File: src/rtl/stream_rsp_router_pkg.sv
// Shared parameter defaults and width helpers for the stream response router.
package stream_rsp_router_pkg;

    localparam int unsigned DEF_NUM_REQS    = 4;
    localparam int unsigned DEF_DATAW       = 32;
    localparam int unsigned DEF_RSP_DATAW   = 32;
    localparam int unsigned DEF_MAX_PENDING = 8;

    // Select index width; a single requester still needs one bit.
    function automatic int unsigned sel_width(input int unsigned num_reqs);
        return (num_reqs > 1) ? $clog2(num_reqs) : 1;
    endfunction

    function automatic int unsigned cnt_width(input int unsigned max_pending);
        return $clog2(max_pending + 1);
    endfunction

endpackage

File: src/rtl/stream_rsp_router_if.sv
// Request and response handshake bundle between the arbiter, the router and the target.
interface stream_rsp_router_if
    import stream_rsp_router_pkg::*;
#(
    parameter int unsigned NUM_REQS  = DEF_NUM_REQS,
    parameter int unsigned DATAW     = DEF_DATAW,
    parameter int unsigned RSP_DATAW = DEF_RSP_DATAW,
    parameter int unsigned SEL_W     = sel_width(NUM_REQS)
);

    logic                                req_valid_in;
    logic [DATAW-1:0]                    req_data_in;
    logic [SEL_W-1:0]                    req_sel_in;
    logic                                req_ready_in;
    logic                                req_valid_out;
    logic [DATAW-1:0]                    req_data_out;
    logic                                req_ready_out;
    logic                                rsp_valid_in;
    logic [RSP_DATAW-1:0]                rsp_data_in;
    logic                                rsp_ready_in;
    logic [NUM_REQS-1:0]                 rsp_valid_out;
    logic [NUM_REQS-1:0][RSP_DATAW-1:0]  rsp_data_out;
    logic [NUM_REQS-1:0]                 rsp_ready_out;

    modport slave (
        input  req_valid_in,
        input  req_data_in,
        input  req_sel_in,
        output req_ready_in,
        output req_valid_out,
        output req_data_out,
        input  req_ready_out,
        input  rsp_valid_in,
        input  rsp_data_in,
        output rsp_ready_in,
        output rsp_valid_out,
        output rsp_data_out,
        input  rsp_ready_out
    );

    modport master (
        output req_valid_in,
        output req_data_in,
        output req_sel_in,
        input  req_ready_in,
        input  req_valid_out,
        input  req_data_out,
        output req_ready_out,
        output rsp_valid_in,
        output rsp_data_in,
        input  rsp_ready_in,
        input  rsp_valid_out,
        input  rsp_data_out,
        output rsp_ready_out
    );

endinterface

File: src/rtl/stream_rsp_tag_fifo.sv
// In-order tag FIFO: circular flop storage with naturally wrapping pointers.
module stream_rsp_tag_fifo #(
    parameter int unsigned DATAW = 2,
    parameter int unsigned DEPTH = 8,
    localparam int unsigned PTR_W = $clog2(DEPTH),
    localparam int unsigned CNT_W = $clog2(DEPTH + 1)
) (
    input  logic             clk,
    input  logic             reset,
    input  logic             push,
    input  logic             pop,
    input  logic [DATAW-1:0] data_in,
    output logic [DATAW-1:0] data_out,
    output logic             full,
    output logic             empty,
    output logic [CNT_W-1:0] count
);

    logic [DATAW-1:0] r_mem [DEPTH];
    logic [PTR_W-1:0] r_rd_ptr;
    logic [PTR_W-1:0] r_wr_ptr;
    logic [CNT_W-1:0] r_count;
    logic             w_push;
    logic             w_pop;

    assign full     = (r_count == CNT_W'(DEPTH));
    assign empty    = (r_count == '0);
    assign count    = r_count;
    assign data_out = r_mem[r_rd_ptr];
    assign w_push   = push & ~full;
    assign w_pop    = pop & ~empty;

    // Storage needs no reset: entries are only read once counted as valid.
    always_ff @(posedge clk) begin
        if (w_push) begin
            r_mem[r_wr_ptr] <= data_in;
        end
    end

    always_ff @(posedge clk or posedge reset) begin
        if (reset) begin
            r_rd_ptr <= '0;
            r_wr_ptr <= '0;
            r_count  <= '0;
        end else begin
            if (w_push) begin
                r_wr_ptr <= r_wr_ptr + PTR_W'(1);
            end
            if (w_pop) begin
                r_rd_ptr <= r_rd_ptr + PTR_W'(1);
            end
            unique case ({w_push, w_pop})
                2'b10:   r_count <= r_count + CNT_W'(1);
                2'b01:   r_count <= r_count - CNT_W'(1);
                default: r_count <= r_count;
            endcase
        end
    end

endmodule

File: src/rtl/stream_rsp_router.sv
// Forwards arbitrated requests to a shared in-order target and steers each response
// back to the requester whose select index sits at the head of the tag FIFO.
module stream_rsp_router
    import stream_rsp_router_pkg::*;
#(
    parameter int unsigned NUM_REQS    = DEF_NUM_REQS,
    parameter int unsigned DATAW       = DEF_DATAW,
    parameter int unsigned RSP_DATAW   = DEF_RSP_DATAW,
    parameter int unsigned MAX_PENDING = DEF_MAX_PENDING,
    localparam int unsigned SEL_W      = sel_width(NUM_REQS),
    localparam int unsigned CNT_W      = cnt_width(MAX_PENDING)
) (
    input  logic                 clk,
    input  logic                 reset,
    stream_rsp_router_if.slave   bus,
    output logic [CNT_W-1:0]     pending,
    output logic                 idle
);

    logic                 w_full;
    logic                 w_empty;
    logic [CNT_W-1:0]     w_count;
    logic [SEL_W-1:0]     w_head_sel;
    logic                 w_push;
    logic                 w_pop;
    logic                 w_out_free;
    logic                 w_out_drain;

    logic                 r_out_valid;
    logic [SEL_W-1:0]     r_out_sel;
    logic [RSP_DATAW-1:0] r_out_data;

    // Full gates requests even if a pop lands this cycle, so req_ready_in never
    // depends combinationally on the response side.
    assign bus.req_valid_out = bus.req_valid_in & ~w_full;
    assign bus.req_ready_in  = bus.req_ready_out & ~w_full;
    assign bus.req_data_out  = bus.req_data_in;
    assign w_push            = bus.req_valid_in & bus.req_ready_in;

    assign w_out_drain      = r_out_valid & bus.rsp_ready_out[r_out_sel];
    assign w_out_free       = ~r_out_valid | bus.rsp_ready_out[r_out_sel];
    assign bus.rsp_ready_in = ~w_empty & w_out_free;
    assign w_pop            = bus.rsp_valid_in & bus.rsp_ready_in;

    stream_rsp_tag_fifo #(
        .DATAW (SEL_W),
        .DEPTH (MAX_PENDING)
    ) u_tag_fifo (
        .clk      (clk),
        .reset    (reset),
        .push     (w_push),
        .pop      (w_pop),
        .data_in  (bus.req_sel_in),
        .data_out (w_head_sel),
        .full     (w_full),
        .empty    (w_empty),
        .count    (w_count)
    );

    always_ff @(posedge clk or posedge reset) begin
        if (reset) begin
            r_out_valid <= 1'b0;
            r_out_sel   <= '0;
            r_out_data  <= '0;
        end else if (w_pop) begin
            r_out_valid <= 1'b1;
            r_out_sel   <= w_head_sel;
            r_out_data  <= bus.rsp_data_in;
        end else if (w_out_drain) begin
            r_out_valid <= 1'b0;
        end
    end

    always_comb begin
        bus.rsp_valid_out = '0;
        bus.rsp_data_out  = '0;
        for (int unsigned i = 0; i < NUM_REQS; i++) begin
            bus.rsp_valid_out[i] = r_out_valid && (r_out_sel == SEL_W'(i));
            bus.rsp_data_out[i]  = r_out_data;
        end
    end

    assign pending = w_count;
    assign idle    = (w_count == '0) & ~r_out_valid;

    // A response with nothing outstanding means the target and router disagree.
    a_no_orphan_rsp: assert property (@(posedge clk) disable iff (reset)
        !(bus.rsp_valid_in && w_empty))
        else $error("stream_rsp_router: response with no pending request");

endmodule

File: src/flat_wrapper.sv
// flat-port wrapper written by rule: the top's interface ports become plain ports
module stream_rsp_router_flat import stream_rsp_router_pkg::*;
#(
    parameter int unsigned NUM_REQS    = DEF_NUM_REQS,
    parameter int unsigned DATAW       = DEF_DATAW,
    parameter int unsigned RSP_DATAW   = DEF_RSP_DATAW,
    parameter int unsigned MAX_PENDING = DEF_MAX_PENDING,
    localparam int unsigned SEL_W      = sel_width(NUM_REQS),
    localparam int unsigned CNT_W      = cnt_width(MAX_PENDING)
)
  (clk, reset, pending, idle, bus_req_valid_in, bus_req_data_in, bus_req_sel_in, bus_req_ready_in, bus_req_valid_out, bus_req_data_out, bus_req_ready_out, bus_rsp_valid_in, bus_rsp_data_in, bus_rsp_ready_in, bus_rsp_valid_out, bus_rsp_data_out, bus_rsp_ready_out);
  stream_rsp_router_if #(.NUM_REQS(NUM_REQS), .DATAW(DATAW), .RSP_DATAW(RSP_DATAW)) bus_i ();
  input  logic clk;
  input  logic reset;
  output logic [CNT_W-1:0] pending;
  output logic idle;
  input wire logic [$bits(bus_i.req_valid_in)-1:0] bus_req_valid_in;
  input wire logic [$bits(bus_i.req_data_in)-1:0] bus_req_data_in;
  input wire logic [$bits(bus_i.req_sel_in)-1:0] bus_req_sel_in;
  output wire logic [$bits(bus_i.req_ready_in)-1:0] bus_req_ready_in;
  output wire logic [$bits(bus_i.req_valid_out)-1:0] bus_req_valid_out;
  output wire logic [$bits(bus_i.req_data_out)-1:0] bus_req_data_out;
  input wire logic [$bits(bus_i.req_ready_out)-1:0] bus_req_ready_out;
  input wire logic [$bits(bus_i.rsp_valid_in)-1:0] bus_rsp_valid_in;
  input wire logic [$bits(bus_i.rsp_data_in)-1:0] bus_rsp_data_in;
  output wire logic [$bits(bus_i.rsp_ready_in)-1:0] bus_rsp_ready_in;
  output wire logic [$bits(bus_i.rsp_valid_out)-1:0] bus_rsp_valid_out;
  output wire logic [$bits(bus_i.rsp_data_out)-1:0] bus_rsp_data_out;
  input wire logic [$bits(bus_i.rsp_ready_out)-1:0] bus_rsp_ready_out;
  assign bus_i.req_valid_in = bus_req_valid_in;
  assign bus_i.req_data_in = bus_req_data_in;
  assign bus_i.req_sel_in = bus_req_sel_in;
  assign bus_req_ready_in = bus_i.req_ready_in;
  assign bus_req_valid_out = bus_i.req_valid_out;
  assign bus_req_data_out = bus_i.req_data_out;
  assign bus_i.req_ready_out = bus_req_ready_out;
  assign bus_i.rsp_valid_in = bus_rsp_valid_in;
  assign bus_i.rsp_data_in = bus_rsp_data_in;
  assign bus_rsp_ready_in = bus_i.rsp_ready_in;
  assign bus_rsp_valid_out = bus_i.rsp_valid_out;
  assign bus_rsp_data_out = bus_i.rsp_data_out;
  assign bus_i.rsp_ready_out = bus_rsp_ready_out;
  stream_rsp_router #(.NUM_REQS(NUM_REQS), .DATAW(DATAW), .RSP_DATAW(RSP_DATAW), .MAX_PENDING(MAX_PENDING)) u_core (.clk(clk), .reset(reset), .bus(bus_i), .pending(pending), .idle(idle));
endmodule
File: config.mk
export PLATFORM = sky130hd
export DESIGN_NAME = stream_rsp_router_flat
export DESIGN_NICKNAME = d
export VERILOG_FILES = /design/src/rtl/stream_rsp_router_pkg.sv /design/src/rtl/stream_rsp_router_if.sv /design/src/rtl/stream_rsp_tag_fifo.sv /design/src/rtl/stream_rsp_router.sv /design/src/flat_wrapper.sv
export SDC_FILE = /design/constraint.sdc
export NUM_CORES = 1
export LEC_CHECK = 0
export ABC_CLOCK_PERIOD_IN_PS = 2650
export CELL_PAD_IN_SITES_DETAIL_PLACEMENT = 1
export CELL_PAD_IN_SITES_GLOBAL_PLACEMENT = 1
export CORE_MARGIN = 2
export CORE_UTILIZATION = 24
export CTS_CLUSTER_SIZE = 8
export DETAILED_ROUTE_END_ITERATION = 8
export PLACE_DENSITY = 0.9
export SETUP_SLACK_MARGIN = 0.15
export SLEW_MARGIN = 20
export SYNTH_ARGS = -nofsm -noshare
export SYNTH_HDL_FRONTEND = slang
export SYNTH_SLANG_ARGS = --single-unit
File: constraint.sdc
create_clock -name clk -period 2.65 [get_ports clk]
set_clock_uncertainty 0.15 [all_clocks]
set_input_delay 0.53 -clock clk [delete_from_list [all_inputs] [get_ports clk]]
set_output_delay 0.53 -clock clk [all_outputs]
set_load 0.1 [all_outputs]
## Word level (Yosys, flattened, before mapping)

Memories as Yosys holds them, arrays and structs flattened. A register that Yosys moved wholly into a read port is not among the register bits.
Cells that the tools add are included.

- Logic and storage cells: 45
- Register bits after elaboration: 43
- Output and inout port bits: 172
- Memory bits (writable): 16
- Bits of input ports: 75
- Memories kept: 1

Memories:

| memory | depth | bits a word | rd ports | clocked after Yosys merged registers in | wr ports | line | text |
|---|---|---|---|---|---|---|---|
| u_core.u_tag_fifo.r_mem | 8 | 2 | 1 | 1 | 1 | stream_rsp_tag_fifo.sv:19 | `logic [DATAW-1:0] r_mem [DEPTH];` |

- Equal/unequal tests: 6
- Order comparisons: 1
- Add/sub/neg operators: 4
- Bitwise logic cells: 13
- Reduce and logical (&&, ||, !) cells: 8
- Muxes and demuxes: 7

Operators by type and width:

| kind | number |
|---|---|
| $and A1 B1 Y1 | 9 |
| $pmux W4 S2 | 1 |
| $add A3 B1 Y3 const B | 2 |
| $eq A2 B2 Y1 const B | 3 |
| $mux W1 | 5 |
| $add A4 B1 Y4 const B | 1 |
| $eq A2 B1 Y1 const B | 2 |
| $eq A4 B4 Y1 const B | 1 |
| $logic_and A1 B1 Y1 | 4 |
| $logic_not A4 Y1 | 1 |
| $reduce_bool A2 Y1 | 2 |
| $sub A4 B1 Y4 const B | 1 |
| $lt A2 B3 Y1 const B | 1 |
| $not A1 Y1 | 3 |
| $bmux W1 S2 | 1 |
| $logic_not A2 Y1 | 1 |
| $or A1 B1 Y1 | 1 |

## Longest topological paths before layout

- Word-level depth: 8
- Depth in mapped cells: 11
- Mapped depth without buffers: 10

## Modules after synthesis

A second synthesis with hierarchy kept.

- Cells, all modules: 311
- Area, all modules: 3,673.5 um^2

By module, submodules not included:

| module | sequential area each (um^2) | instances | cells each | area an instance (um^2) |
|---|---|---|---|---|
| stream_rsp_router | 875.8 | 1 | 221 | 2,411.1 |
| stream_rsp_tag_fifo | 730.7 | 1 | 90 | 1,262.5 |

## Worst setup path before layout

Ideal clock, no wire load.

- Path kind: register to output
- Start: reg u_core.u_tag_fifo.r_count[0] (netlist: u_core.u_tag_fifo.count[0])
- End: out idle
- Required time: 1.970 ns
- Setup slack: -0.756 ns
- Path buffers: 0
- Arrival time: 2.726 ns
- Stages on the path, launching flop included: 3
- Path through: dfrtp_1 -> or4_4 -> nor2_1

- Longest elaborated chain between the ends: 2

Ends and longest elaborated chain:

| element | line | text |
|---|---|---|
| from (decl) | stream_rsp_tag_fifo.sv:22 | `logic [CNT_W-1:0] r_count;` |
| from (signal assigned) | stream_rsp_tag_fifo.sv:53 | `2'b10: r_count <= r_count + CNT_W'(1);` |
| from (signal assigned) | stream_rsp_tag_fifo.sv:54 | `2'b01: r_count <= r_count - CNT_W'(1);` |
| from (signal assigned) | stream_rsp_tag_fifo.sv:55 | `default: r_count <= r_count;` |
| $logic_not A4 Y1 | stream_rsp_router.sv:84 | `assign idle = (w_count == '0) & ~r_out_valid;` |
| $and A1 B1 Y1 | stream_rsp_router.sv:84 |  |
| to (decl) | flat_wrapper.sv:16 | `output logic idle;` |

Every way passes these cells.

## Worst setup path after layout

- Start: reg u_core.u_tag_fifo.r_count[2] (netlist: u_core.u_tag_fifo.count[2])
- End: reg u_core.u_tag_fifo.r_count[3] (netlist: u_core.u_tag_fifo.count[3])

- Longest elaborated chain between the ends: 7
- Elaborated cells on any way between the ends: 16
- Classes of those cells: add/sub (2); eq/ne (3); mux (1); bitwise (8); reduce/logical (2)

Ends and longest elaborated chain:

| element | line | text |
|---|---|---|
| $logic_not A4 Y1 * | stream_rsp_tag_fifo.sv:27 | `assign empty = (r_count == '0);` |
| $not A1 Y1 * | stream_rsp_tag_fifo.sv:31, stream_rsp_router.sv:42 |  |
| $and A1 B1 Y1 | stream_rsp_router.sv:42 | `assign bus.rsp_ready_in = ~w_empty & w_out_free;` |
| $and A1 B1 Y1 | stream_rsp_router.sv:43 | `assign w_pop = bus.rsp_valid_in & bus.rsp_ready_in;` |
| $and A1 B1 Y1 * | stream_rsp_tag_fifo.sv:31 | `assign w_pop = pop & ~empty;` |
| named net u_core.u_tag_fifo.w_pop | stream_rsp_tag_fifo.sv:24 | `logic w_pop;` |
| $eq A2 B1 Y1 or $eq A2 B2 Y1 (tied branches) | stream_rsp_tag_fifo.sv:52 | `unique case ({w_push, w_pop})` |
| $pmux W4 S2 or $reduce_bool A2 Y1 (tied branches) | - |  |

The timed path passes the listed nets; every way through them passes the cells marked *.
A chain may end at the register's enable or synchronous reset.

==> run_results.csv <==
group,metric,value,unit
worst_setup_path,cp-startpoint,"u_core.u_tag_fifo.count[2]$_DFFE_PP0P_",
final_layout,finish.utilization,32.8,%
timing,final-hold-violation-count,0,
final_layout,stdcell_area,4940,sq um
timing,setup_viol,0,
run,maxCapViolCount,0,
clocking,cts_buffer_depth,2,
yosys,syn_area,3680,sq um
final_layout,final_nets,456,
worst_setup_path,reg2reg_setup_slack,0.005,ns
yosys,synthMuxAreaShare,17.0,%
final_layout,area_growth_syn_to_layout,34.4,%
yosys,ys_types,34,
yosys,yosys.area_share.xor_xnor,1.43,%
drt,dr.first_iter.drc_count,100,
worst_setup_path,cp.arrival,2.76,ns
final_layout,regArea,1620,sq um
timing,fmax,378,MHz
worst_hold_path,min_to,"u_core.u_tag_fifo.r_rd_ptr[2]$_DFFE_PP0P_",
clocking,path_clk_slew,0.06,ns
yosys,synth-edff-count,16,
worst_hold_path,hp-start,"u_core.u_tag_fifo.r_rd_ptr[2]$_DFFE_PP0P_",
placement,dpl-instance-area,4530,sq um
yosys,synth_compound_gate_area_share,0.987,%
clocking,cts_tree,"done",
drt,via_per_inst,4.03,
die,rows,45,
grt,overflow,0,
final_layout,insertedDiodeCount,0,
yosys,synthSimpleGateAreaFrac,5.61,%
yosys,synth-seq-cells,61,
worst_hold_path,hold_class,"reg2reg",
die,start_util,24.4,%
timing,holdWs,0.378,ns
yosys,syn_inst,304,
worst_setup_path,crit_slowest_cell,"or4_4",
placement,routabilityCongestion,0.714,
final_layout,nFillCells,1619,
drt,wl,8830,um
worst_setup_path,rr_endpoint,"u_core.u_tag_fifo.count[3]$_DFFE_PP0P_",
worst_setup_path,slowest_delay,0.60,ns
worst_setup_path,rr_worst_depth,9,
clocking,cts-root-buf,"clkbuf_16",
worst_hold_path,min_path_cells,1,
clocking,h-tree-depth,3,
drt,num_vias,2287,
clocking,clkSinkCount,61,
yosys,ys_seq_area_share,43.7,%
yosys,postSynth.asyncResetShare,73.8,%
drt,drcViolationCount,0,
timing,grt_setup_unrepaired,"yes",
grt,grtUsageTotal,10.3,%
yosys,yosysWarnings,0,
die,dieHeight,128,um
placement,place_hpwl,6640,um
grt,grt_pass1_wl,13000,um
final_layout,multiInputGateArea,1090,sq um
final_layout,drive_above_1_share,61.6,%
worst_setup_path,worst-endpoint-required,2.76,ns
worst_setup_path,end_kind,"flip-flop",
worst_setup_path,cp-start-kind,"flip-flop",
grt,grt_start_max_net_pins,46,
timing,period_share,99.8,%
worst_setup_path,r2r_start,"u_core.u_tag_fifo.count[2]$_DFFE_PP0P_",
die,io-pin-count,247,
yosys,synth-adder-area-share,2.25,%
timing,min_period,2.64,ns
die,core_area,15100,sq um
drt,first_pass_iters,4,
yosys,synth_nets,385,
clocking,cts_hold_buf,0,
yosys,synth.avg_cell_area,12.1,sq um
worst_setup_path,cp_max_fo,4,
timing,drv_slew,0,
die,die_area,16300,sq um
clocking,cts_inserted_buffers,9,
drt,post_drt_wl_per_cell,15.5,um
timing,slew_headroom,58.6,%
yosys,synth_top_family_by_area,"buffers and inverters",
grt,grt_pass1_vias,2405,
worst_setup_path,crit_chain,"or4_4 > nand3_4 > inv_4 > ha_4 > ha_4 > a21o_1 > a21oi_2 > or4_4 > nand3_2",
timing,worst_slew_pin_slew,0.622,ns
placement,portBuffers,182,
drt,drt.antenna.violating_nets,0,
grt,antenna_found_initial,0,
worst_setup_path,crit_type,"reg2reg",
status,outcome,"complete, no violations",
clocking,clock_latency,0.33,ns
yosys,synth_flop_cell,"dfrtp_1",
die,dieWidth,128,um
[worst max-delay path by stage]
stage / endpoint
after detailed placement: u_core.u_tag_fifo.count[3]$_DFFE_PP0P_
after global routing: u_core.u_tag_fifo.count[3]$_DFFE_PP0P_
after CTS: u_core.u_tag_fifo.count[3]$_DFFE_PP0P_
after floorplan: u_core.u_tag_fifo.count[3]$_DFFE_PP0P_
final: u_core.u_tag_fifo.count[3]$_DFFE_PP0P_
after global placement: u_core.u_tag_fifo.count[3]$_DFFE_PP0P_
[cell usage after synthesis (all sizes together) (4+ instances only)]
library cell / n / area (sq um)
mux4: 4 / 90.1
nor2: 12 / 45.0
mux2: 38 / 507
inv: 7 / 26.3
ha: 5 / 62.6
edfxtp: 16 / 480
dfrtp: 45 / 1130
buf: 134 / 1040
nand2b: 4 / 25.0
nand2: 8 / 30.0
[logic make-up after synthesis]
family,count (synthesis)
compound gates,5
fa+ha+maj,6
xor+xnor,6
flops,61
buf+inv,142
mux,45
simple gates,39
[layout by cell type, fill, tap and decap left out, types with 2 or more instances in the layout]
cell type and n:
and2_4 2, buf_6 2, dfrtp_4 4, inv_2 2, edfxtp_1 16, ha_1 2
xnor2_1 3, mux2_2 16, mux2i_1 3, dfrtp_1 41, nor2_1 11, mux4_2 4
inv_4 3, buf_4 146, nand2b_1 4, or4_4 2, clkbuf_16 10, inv_1 3
xor2_1 3, mux2_4 22, clkdlybuf4s50_1 40, ha_4 2, buf_12 5, nand2_1 8
nor3_1 3
[cell type report]
cell class                 instances  share of cell area, %
timing repair buffer             195                   33.2
sequential                        61                   32.8
multi-input combinational        101                   22.1
clock buffer                      12                   5.42
tap                              188                   4.76
clock inverter                     4                   1.06
inverter                           7                  0.633
[repair_timing]
item | 4_1_cts | 5_1_grt
setup buffers | 0 | 3
endpoints found under the setup margin | 5 | 11
resized for setup | 11 | 10
pin swaps | 2 | 1
[worst max-delay path: cells and delay by family (launching register included)]
kind	cells	cell delay [ns]
adders and majority gates	2	0.43
AOI/OAI and AO/OA	2	0.27
buffers and inverters	1	0.04
DFF	1	0.50
and+or+nand+nor	4	1.20
[per-layer routing]
layer | part of all wire [%] | global-route usage (%) | up-vias | routed length [um]
met5 | 0 | 0 | - | 0
met4 | 2.5 | 5.37 | 0 | 221
met3 | 8.6 | 2.96 | 29 | 761
met2 | 53 | 18.9 | 117 | 4710
met1 | 36 | 10.5 | 1119 | 3140
li1 | - | - | 1022 | -
[sequential cells by signal, summed over array words and instances (netlist names)]
| name | count |
|---|---|
| u_core.r_out_data | 32 |
| u_core.u_tag_fifo.r_mem | 16 |
| u_core.u_tag_fifo.r_wr_ptr | 3 |
| u_core.r_out_valid | 1 |
| u_core.r_out_sel | 2 |
| u_core.u_tag_fifo.count | 4 |
| u_core.u_tag_fifo.r_rd_ptr | 3 |
[per-stage QoR]
stage,std cells,setup slack [ns],TNS [ns]
3_5_place_dp,549,-0.393,-5.08
5_1_grt,568,-0.0686,-0.0686
6_report,568,0.00502,0
3_3_place_gp,549,-0.260,-2.49
2_1_floorplan,304,-0.149,-0.193
4_1_cts,565,-0.0191,-0.0191
Power is not shown: default switching activity piles up to over one toggle a cycle in this logic, so the estimate is an artifact.
